[config.mk]
export PLATFORM = sky130hd
export DESIGN_NAME = lcd_ctrl_flat
export DESIGN_NICKNAME = d
export VERILOG_FILES = /design/src/rtl/lcd_ctrl_if.sv /design/src/rtl/lcd_ctrl.sv /design/src/flat_wrapper.sv
export SDC_FILE = /design/constraint.sdc
export NUM_CORES = 1
export LEC_CHECK = 0
export BUFFER_PORTS_ARGS = -buffer_cell sky130_fd_sc_hd__buf_2
export CAP_MARGIN = 10
export CELL_PAD_IN_SITES_DETAIL_PLACEMENT = 0
export CELL_PAD_IN_SITES_GLOBAL_PLACEMENT = 1
export CORE_MARGIN = 2
export CORE_UTILIZATION = 34
export CTS_CLUSTER_DIAMETER = 100
export DETAILED_ROUTE_END_ITERATION = 8
export PLACE_DENSITY = 0.75
export SETUP_SLACK_MARGIN = 0.15
export SLEW_MARGIN = 20
export SYNTH_ARGS = -nofsm -noshare
export SYNTH_HDL_FRONTEND = slang
export SYNTH_SLANG_ARGS = --single-unit
[constraint.sdc]
create_clock -name i_clk -period 1.9 [get_ports i_clk]
set_input_delay 0.19 -clock i_clk [delete_from_list [all_inputs] [get_ports i_clk]]
set_output_delay 0.19 -clock i_clk [all_outputs]
set_load 0.005 [all_outputs]
[src/rtl/lcd_ctrl_if.sv]
// rtl/lcd_ctrl_if.sv - LSU LCD register window bus between the core and the LCD timing engine
interface lcd_ctrl_if;
    logic        wr;
    logic [31:0] wdata;
    logic        clr_ovf;
    logic [31:0] status;

    modport master (output wr, output wdata, output clr_ovf, input status);
    modport slave  (input wr, input wdata, input clr_ovf, output status);
endinterface

[src/rtl/lcd_ctrl.sv]
// rtl/lcd_ctrl.sv - HD44780-style LCD timing engine with a one-entry pending byte slot
module lcd_ctrl #(
    parameter int T_SETUP     = 4,
    parameter int T_EN        = 12,
    parameter int T_HOLD      = 4,
    parameter int T_EXEC      = 1850,
    parameter int T_EXEC_LONG = 76000,
    parameter int CNT_W       = 17
) (
    input  logic             i_clk,
    input  logic             i_reset,
    lcd_ctrl_if.slave        bus,
    output logic [7:0]       o_lcd_data,
    output logic             o_lcd_rs,
    output logic             o_lcd_rw,
    output logic             o_lcd_en,
    output logic             o_lcd_on,
    output logic             o_lcd_blon
);

    typedef enum logic [2:0] {
        IDLE  = 3'd0,
        SETUP = 3'd1,
        EN_HI = 3'd2,
        HOLD  = 3'd3,
        EXEC  = 3'd4
    } state_t;

    // Counter is loaded with (duration - 1) on state entry and advances at zero
    localparam logic [CNT_W-1:0] LD_SETUP = CNT_W'(T_SETUP - 1);
    localparam logic [CNT_W-1:0] LD_EN    = CNT_W'(T_EN - 1);
    localparam logic [CNT_W-1:0] LD_HOLD  = CNT_W'(T_HOLD - 1);
    localparam logic [CNT_W-1:0] LD_EXEC  = CNT_W'(T_EXEC - 1);
    localparam logic [CNT_W-1:0] LD_LONG  = CNT_W'(T_EXEC_LONG - 1);

    state_t           state;
    state_t           next_state;
    logic [CNT_W-1:0] cnt;
    logic [CNT_W-1:0] cnt_next;
    logic [7:0]       act_data;
    logic             act_rs;
    logic [7:0]       pend_data;
    logic             pend_rs;
    logic             pend_vld;
    logic             ovf;
    logic             en_q;
    logic             on_q;
    logic             blon_q;
    logic             busy;

    logic             cmd_wr;
    logic             last_exec;
    logic             exec_long;
    logic             ovf_set;
    logic             unused_wdata;

    assign cmd_wr       = bus.wr & bus.wdata[9];
    assign last_exec    = (state == EXEC) && (cnt == '0);
    assign exec_long    = !act_rs && ((act_data == 8'h01) || (act_data == 8'h02) || (act_data == 8'h03));
    assign ovf_set      = cmd_wr && (state != IDLE) && pend_vld && !last_exec;
    assign unused_wdata = ^bus.wdata[29:10];

    always_ff @(posedge i_clk) begin
        if (!i_reset) begin
            state     <= IDLE;
            cnt       <= '0;
            act_data  <= 8'h00;
            act_rs    <= 1'b0;
            pend_data <= 8'h00;
            pend_rs   <= 1'b0;
            pend_vld  <= 1'b0;
            ovf       <= 1'b0;
            en_q      <= 1'b0;
            on_q      <= 1'b0;
            blon_q    <= 1'b0;
        end else begin
            state <= next_state;
            cnt   <= cnt_next;
            // EN comes straight from a flop so the pin never glitches
            en_q  <= (next_state == EN_HI);

            if (bus.wr) begin
                on_q   <= bus.wdata[31];
                blon_q <= bus.wdata[30];
            end

            if (state == IDLE) begin
                if (cmd_wr) begin
                    act_data <= bus.wdata[7:0];
                    act_rs   <= bus.wdata[8];
                end
            end else if (last_exec) begin
                if (pend_vld) begin
                    act_data <= pend_data;
                    act_rs   <= pend_rs;
                    if (cmd_wr) begin
                        pend_data <= bus.wdata[7:0];
                        pend_rs   <= bus.wdata[8];
                    end else begin
                        pend_vld <= 1'b0;
                    end
                end else if (cmd_wr) begin
                    act_data <= bus.wdata[7:0];
                    act_rs   <= bus.wdata[8];
                end
            end else if (cmd_wr && !pend_vld) begin
                pend_data <= bus.wdata[7:0];
                pend_rs   <= bus.wdata[8];
                pend_vld  <= 1'b1;
            end

            if (ovf_set) begin
                ovf <= 1'b1;
            end else if (bus.clr_ovf) begin
                ovf <= 1'b0;
            end
        end
    end

    always_comb begin
        next_state = state;
        cnt_next   = (cnt == '0) ? cnt : cnt - CNT_W'(1);
        case (state)
            IDLE: begin
                if (cmd_wr) begin
                    next_state = SETUP;
                    cnt_next   = LD_SETUP;
                end
            end
            SETUP: begin
                if (cnt == '0) begin
                    next_state = EN_HI;
                    cnt_next   = LD_EN;
                end
            end
            EN_HI: begin
                if (cnt == '0) begin
                    next_state = HOLD;
                    cnt_next   = LD_HOLD;
                end
            end
            HOLD: begin
                if (cnt == '0) begin
                    next_state = EXEC;
                    cnt_next   = exec_long ? LD_LONG : LD_EXEC;
                end
            end
            EXEC: begin
                if (cnt == '0) begin
                    if (pend_vld || cmd_wr) begin
                        next_state = SETUP;
                        cnt_next   = LD_SETUP;
                    end else begin
                        next_state = IDLE;
                        cnt_next   = '0;
                    end
                end
            end
            default: begin
                next_state = IDLE;
                cnt_next   = '0;
            end
        endcase
    end

    always_comb begin
        busy       = (state != IDLE) || pend_vld;
        bus.status = {29'd0, ovf, pend_vld, busy};
    end

    assign o_lcd_data = act_data;
    assign o_lcd_rs   = act_rs;
    assign o_lcd_rw   = 1'b0;
    assign o_lcd_en   = en_q;
    assign o_lcd_on   = on_q;
    assign o_lcd_blon = blon_q;

endmodule

[src/flat_wrapper.sv]
// flat-port wrapper written by rule: the top's interface ports become plain ports
module lcd_ctrl_flat 
#(
    parameter int T_SETUP     = 4,
    parameter int T_EN        = 12,
    parameter int T_HOLD      = 4,
    parameter int T_EXEC      = 1850,
    parameter int T_EXEC_LONG = 76000,
    parameter int CNT_W       = 17
)
  (i_clk, i_reset, o_lcd_data, o_lcd_rs, o_lcd_rw, o_lcd_en, o_lcd_on, o_lcd_blon, bus_wr, bus_wdata, bus_clr_ovf, bus_status);
  lcd_ctrl_if bus_i ();
  input  logic i_clk;
  input  logic i_reset;
  output logic [7:0] o_lcd_data;
  output logic o_lcd_rs;
  output logic o_lcd_rw;
  output logic o_lcd_en;
  output logic o_lcd_on;
  output logic o_lcd_blon;
  input wire logic [$bits(bus_i.wr)-1:0] bus_wr;
  input wire logic [$bits(bus_i.wdata)-1:0] bus_wdata;
  input wire logic [$bits(bus_i.clr_ovf)-1:0] bus_clr_ovf;
  output wire logic [$bits(bus_i.status)-1:0] bus_status;
  assign bus_i.wr = bus_wr;
  assign bus_i.wdata = bus_wdata;
  assign bus_i.clr_ovf = bus_clr_ovf;
  assign bus_status = bus_i.status;
  lcd_ctrl #(.T_SETUP(T_SETUP), .T_EN(T_EN), .T_HOLD(T_HOLD), .T_EXEC(T_EXEC), .T_EXEC_LONG(T_EXEC_LONG), .CNT_W(CNT_W)) u_core (.i_clk(i_clk), .i_reset(i_reset), .bus(bus_i), .o_lcd_data(o_lcd_data), .o_lcd_rs(o_lcd_rs), .o_lcd_rw(o_lcd_rw), .o_lcd_en(o_lcd_en), .o_lcd_on(o_lcd_on), .o_lcd_blon(o_lcd_blon));
endmodule
==> results.txt <==
----------------------------------------------------
[Worst setup path]
  CP most frequent cell ... sky130_fd_sc_hd__buf_4
  Max stage delay on crit path ... ~0.37 ns
  Slowest-stage cell, CP ... sky130_fd_sc_hd__nor4_4
  Arrival time reported for the critical path endpoint ... 2.04 ns
  Ordered cell list for the critical path ... nor4_4 > nand4b_4 > nor2_8 > inv_8 > buf_2 > buf_4 > buf_4 > a21oi_2 > a21oi_1
  Type of the worst setup path ... register to register
  CP max FO ... 6
  Kind of start point of the critical path ... register
  Data required time at the worst endpoint ... approximately 2.1 ns
  Kind of capture point of the worst setup path ... register

[Timing]
  Max Clock Skew ... just under 0.009 ns
  Crit path time final ... ~1.9 ns
  Setup repair after global routing missed its margin ... yes
  Final max-slew violation count ... 0
  Total of endpoints with negative setup slack in the final report ... 0
  Maximum clock frequency ... between 500 and 600 MHz
  Hold violation total from the final report ... 0
  Ratio of final minimum period to clock period ... a little over nine tenths

[Clock tree]
  Clock root buffer ... sky130_fd_sc_hd__clkbuf_8
  Clock tree from TritonCTS ... built
  Number of hold buffers added after cts ... 0
  Maximum clock path buffer count ... 2
  # clock sinks ... 43
  CTS buffer count ... 5
  CTS H-tree depth ... 2
  Clock insertion delay at the later pin of the skew report ... 0.30 ns
  Clock slew at the register clock pins of the worst setup and hold paths ... 0.09 ns

[Synth]
  Share of flip-flops with an asynchronous set or reset ... 0%
  Area share of the largest cell type after synthesis ... roughly a third
  Seq/Total Area, Yosys ... between 30 and 40%
  Synthesized flop and latch total ... 43
  Post-synthesis instance total ... between 300 and 400
  Post-synth EDFFs ... 0
  Top cells by instance count after synthesis ... 43 x sky130_fd_sc_hd__dfxtp_1, 36 x sky130_fd_sc_hd__buf_4, 31 x sky130_fd_sc_hd__nand2_1
  Largest cells by area after synthesis ... sky130_fd_sc_hd__dfxtp_1 33%, sky130_fd_sc_hd__buf_4 10%, sky130_fd_sc_hd__nand2_1 4.5%, sky130_fd_sc_hd__a21oi_1 4.4%, sky130_fd_sc_hd__mux2i_1 4.2%
  Leading cell type by number of instances after synthesis ... sky130_fd_sc_hd__dfxtp_1
  Leading register cell type out of synthesis ... sky130_fd_sc_hd__dfxtp_1
  Mean instance size in the synthesized netlist ... approximately 8.5 um^2
  Synth area leader ... sky130_fd_sc_hd__dfxtp_1
  Synth Cell Area ... 2600 um^2
  Library cells used by synthesis ... between 50 and 60
  Count of yosys warnings during synthesis ... 0

[GRT]
  Overall fraction of global-route tracks in use ... between 10% and 20%
  Global route overflow ... 0
  Global-route wire length before repair ... a little over 10000 um
  Largest net degree at the start of global routing ... 24
  Vias in the first global route ... around 2100
  Number of antenna violations at the first check in global routing ... 0

[Floorplan]
  Core region area ... between 7000 and 8000 um^2
  Vert. Die Dim ... around 91 um
  Horizontal die dimension ... 91.5 um
  Total I/O pin count ... 81
  Initial core utilization ... between 30% and 40%
  Cell Rows ... 31
  Die area ... ~8400 um^2

[Cells and area]
  Layout fillers ... 732
  Final Net Count ... roughly 420
  Share of cells above drive strength 1 ... 34.2%
  Number of diodes ... 0
  Area Growth Syn to Fin ... 26.9%
  Number of standard cells in the layout, taps in and fillers out ... 476
  Post-layout util ... 45.0%

[Job]
  Max-cap violations ... 0

[Min path]
  HP Class ... input pin to register

[Run status]
  Result of the run ... complete, no violations

[Pwr]
  P_leak ... approximately 1.4 nW
  Max IR drop VDD ... 504 uV
  Power per cell area ... around 1700 nW/um^2

[Drt]
  Post-detailed-route via-to-cell ratio ... 5.01
  Pre-Repair DR Iteration Count ... 5
  Vias post-DR ... 2387
  Final wirelength ... about 6500 um
  Number of nets with antenna violations after routing ... 0
  DRC violation total after the first TritonRoute iteration ... between 100 and 150
  DR WL/cell ... around 14 um
  DRC violation count after routing ... 0

[Place]
  Total instance count after detailed placement ... between 400 and 500
  Gp weighted congestion ... between 0.8 and 0.9
  IO buf count ... 30
  Detailed-placement wirelength estimate ... around 4600 um

----------------------------------------------------
## registers in the layout, summed over array words and instances, names as in the netlist
register / flops
u_core.o_lcd_blon: 1
u_core.o_lcd_data: 8
u_core.o_lcd_rs: 1
u_core.o_lcd_en: 1
u_core.pend_data: 8
u_core.pend_vld: 1
u_core.ovf: 1
u_core.o_lcd_on: 1
u_core.state: 3
u_core.cnt: 17
u_core.pend_rs: 1
## worst paths after layout
check	cells after the start	endpoint	from	slack, ns
worst min-delay path	3	u_core.pend_data[2]	bus_wdata[2]	0.14
worst max register to register	9	u_core.cnt[4]	u_core.cnt[11]	0.04
worst min register to register	2	u_core.pend_data[2]	u_core.pend_data[2]	0.46
worst max-delay path	9	u_core.cnt[4]	u_core.cnt[11]	0.04
## layout make-up
cell class                 count  area, um^2  area share [%]
sequential                    43         876            26.5
inverter                       4        22.5           0.682
tap                           99         124            3.75
timing repair buffer          81         534            16.2
multi-input combinational    241        1630            49.3
clock buffer                   6        82.6            2.50
clock inverter                 2        35.0            1.06
## cell families after synthesis
logic type	after synthesis	share of synthesized area, %
compound gates	82	22.8
xor+xnor	7	2.36
fa+ha+maj	3	1.44
buf+inv	53	13.3
flops	43	33.1
mux	11	4.23
other cells	1	0.144
simple gates	107	22.7
## layer usage
metal	share of wire [%]	GRT usage, %	vias up	wire [um]
met5	0	0	-	0
met3	4.3	3.07	2	281
li1	-	-	1188	-
met4	0.35	2.27	0	23
met1	47	20.0	1143	3060
met2	49	25.7	54	3170
## placed cells by master (no fill, tap or decap), drive strengths merged, types with 3 or more instances in the layout
cell type,netlist,layout
a211oi,5,5
a21oi,23,23
a31oi,5,5
buf,41,81
clkbuf,8,6
conb,1,30
dfxtp,43,43
ha,3,3
inv,4,4
mux2i,11,11
nand2,32,32
nand2b,3,3
nand3,5,5
nand4,4,4
nor2,30,30
nor2b,5,5
nor3,7,7
nor4,4,4
o211ai,3,3
o21ai,14,14
o221a,9,9
o31a,3,3
o31ai,4,4
or3,5,5
xnor2,6,6
## worst max-delay path: cells and delay by family, from the launching register on
kind            cells  cell delay [ns]
simple gates        3             0.76
buf+inv             4             0.47
flops               1             0.36
compound gates      2             0.17
## through the flow
step	instance area, um^2	worst slack [ns]	setup TNS (ns)	hold slack [ns]	power, mW
2_1_floorplan	2740	0.0989	0	0.332	3.11
3_3_place_gp	2950	0.0403	0	0.443	4.04
3_5_place_dp	2950	0.00250	0	0.451	4.07
4_1_cts	3170	0.0692	0	0.131	5.19
5_1_grt	3300	-0.0455	-0.436	0.151	5.95
6_report	3300	0.0426	0	0.137	5.59
## report_power, final
part / leakage (nW) / internal, mW / switching (mW)
registers: 0.355 / 1.13 / 0.249
logic: 1.01 / 1.77 / 1.68
clock network: 0.0612 / 0.426 / 0.336
## timing repair
item / 4_1_cts / 5_1_grt
pin swaps: 5 / 14
endpoints found under the setup margin: 34 / 40
gates resized for setup: 15 / 25
buffers inserted: 8 / 7
gates cloned: 0 / 1
Power figures use the tool's default switching activity.
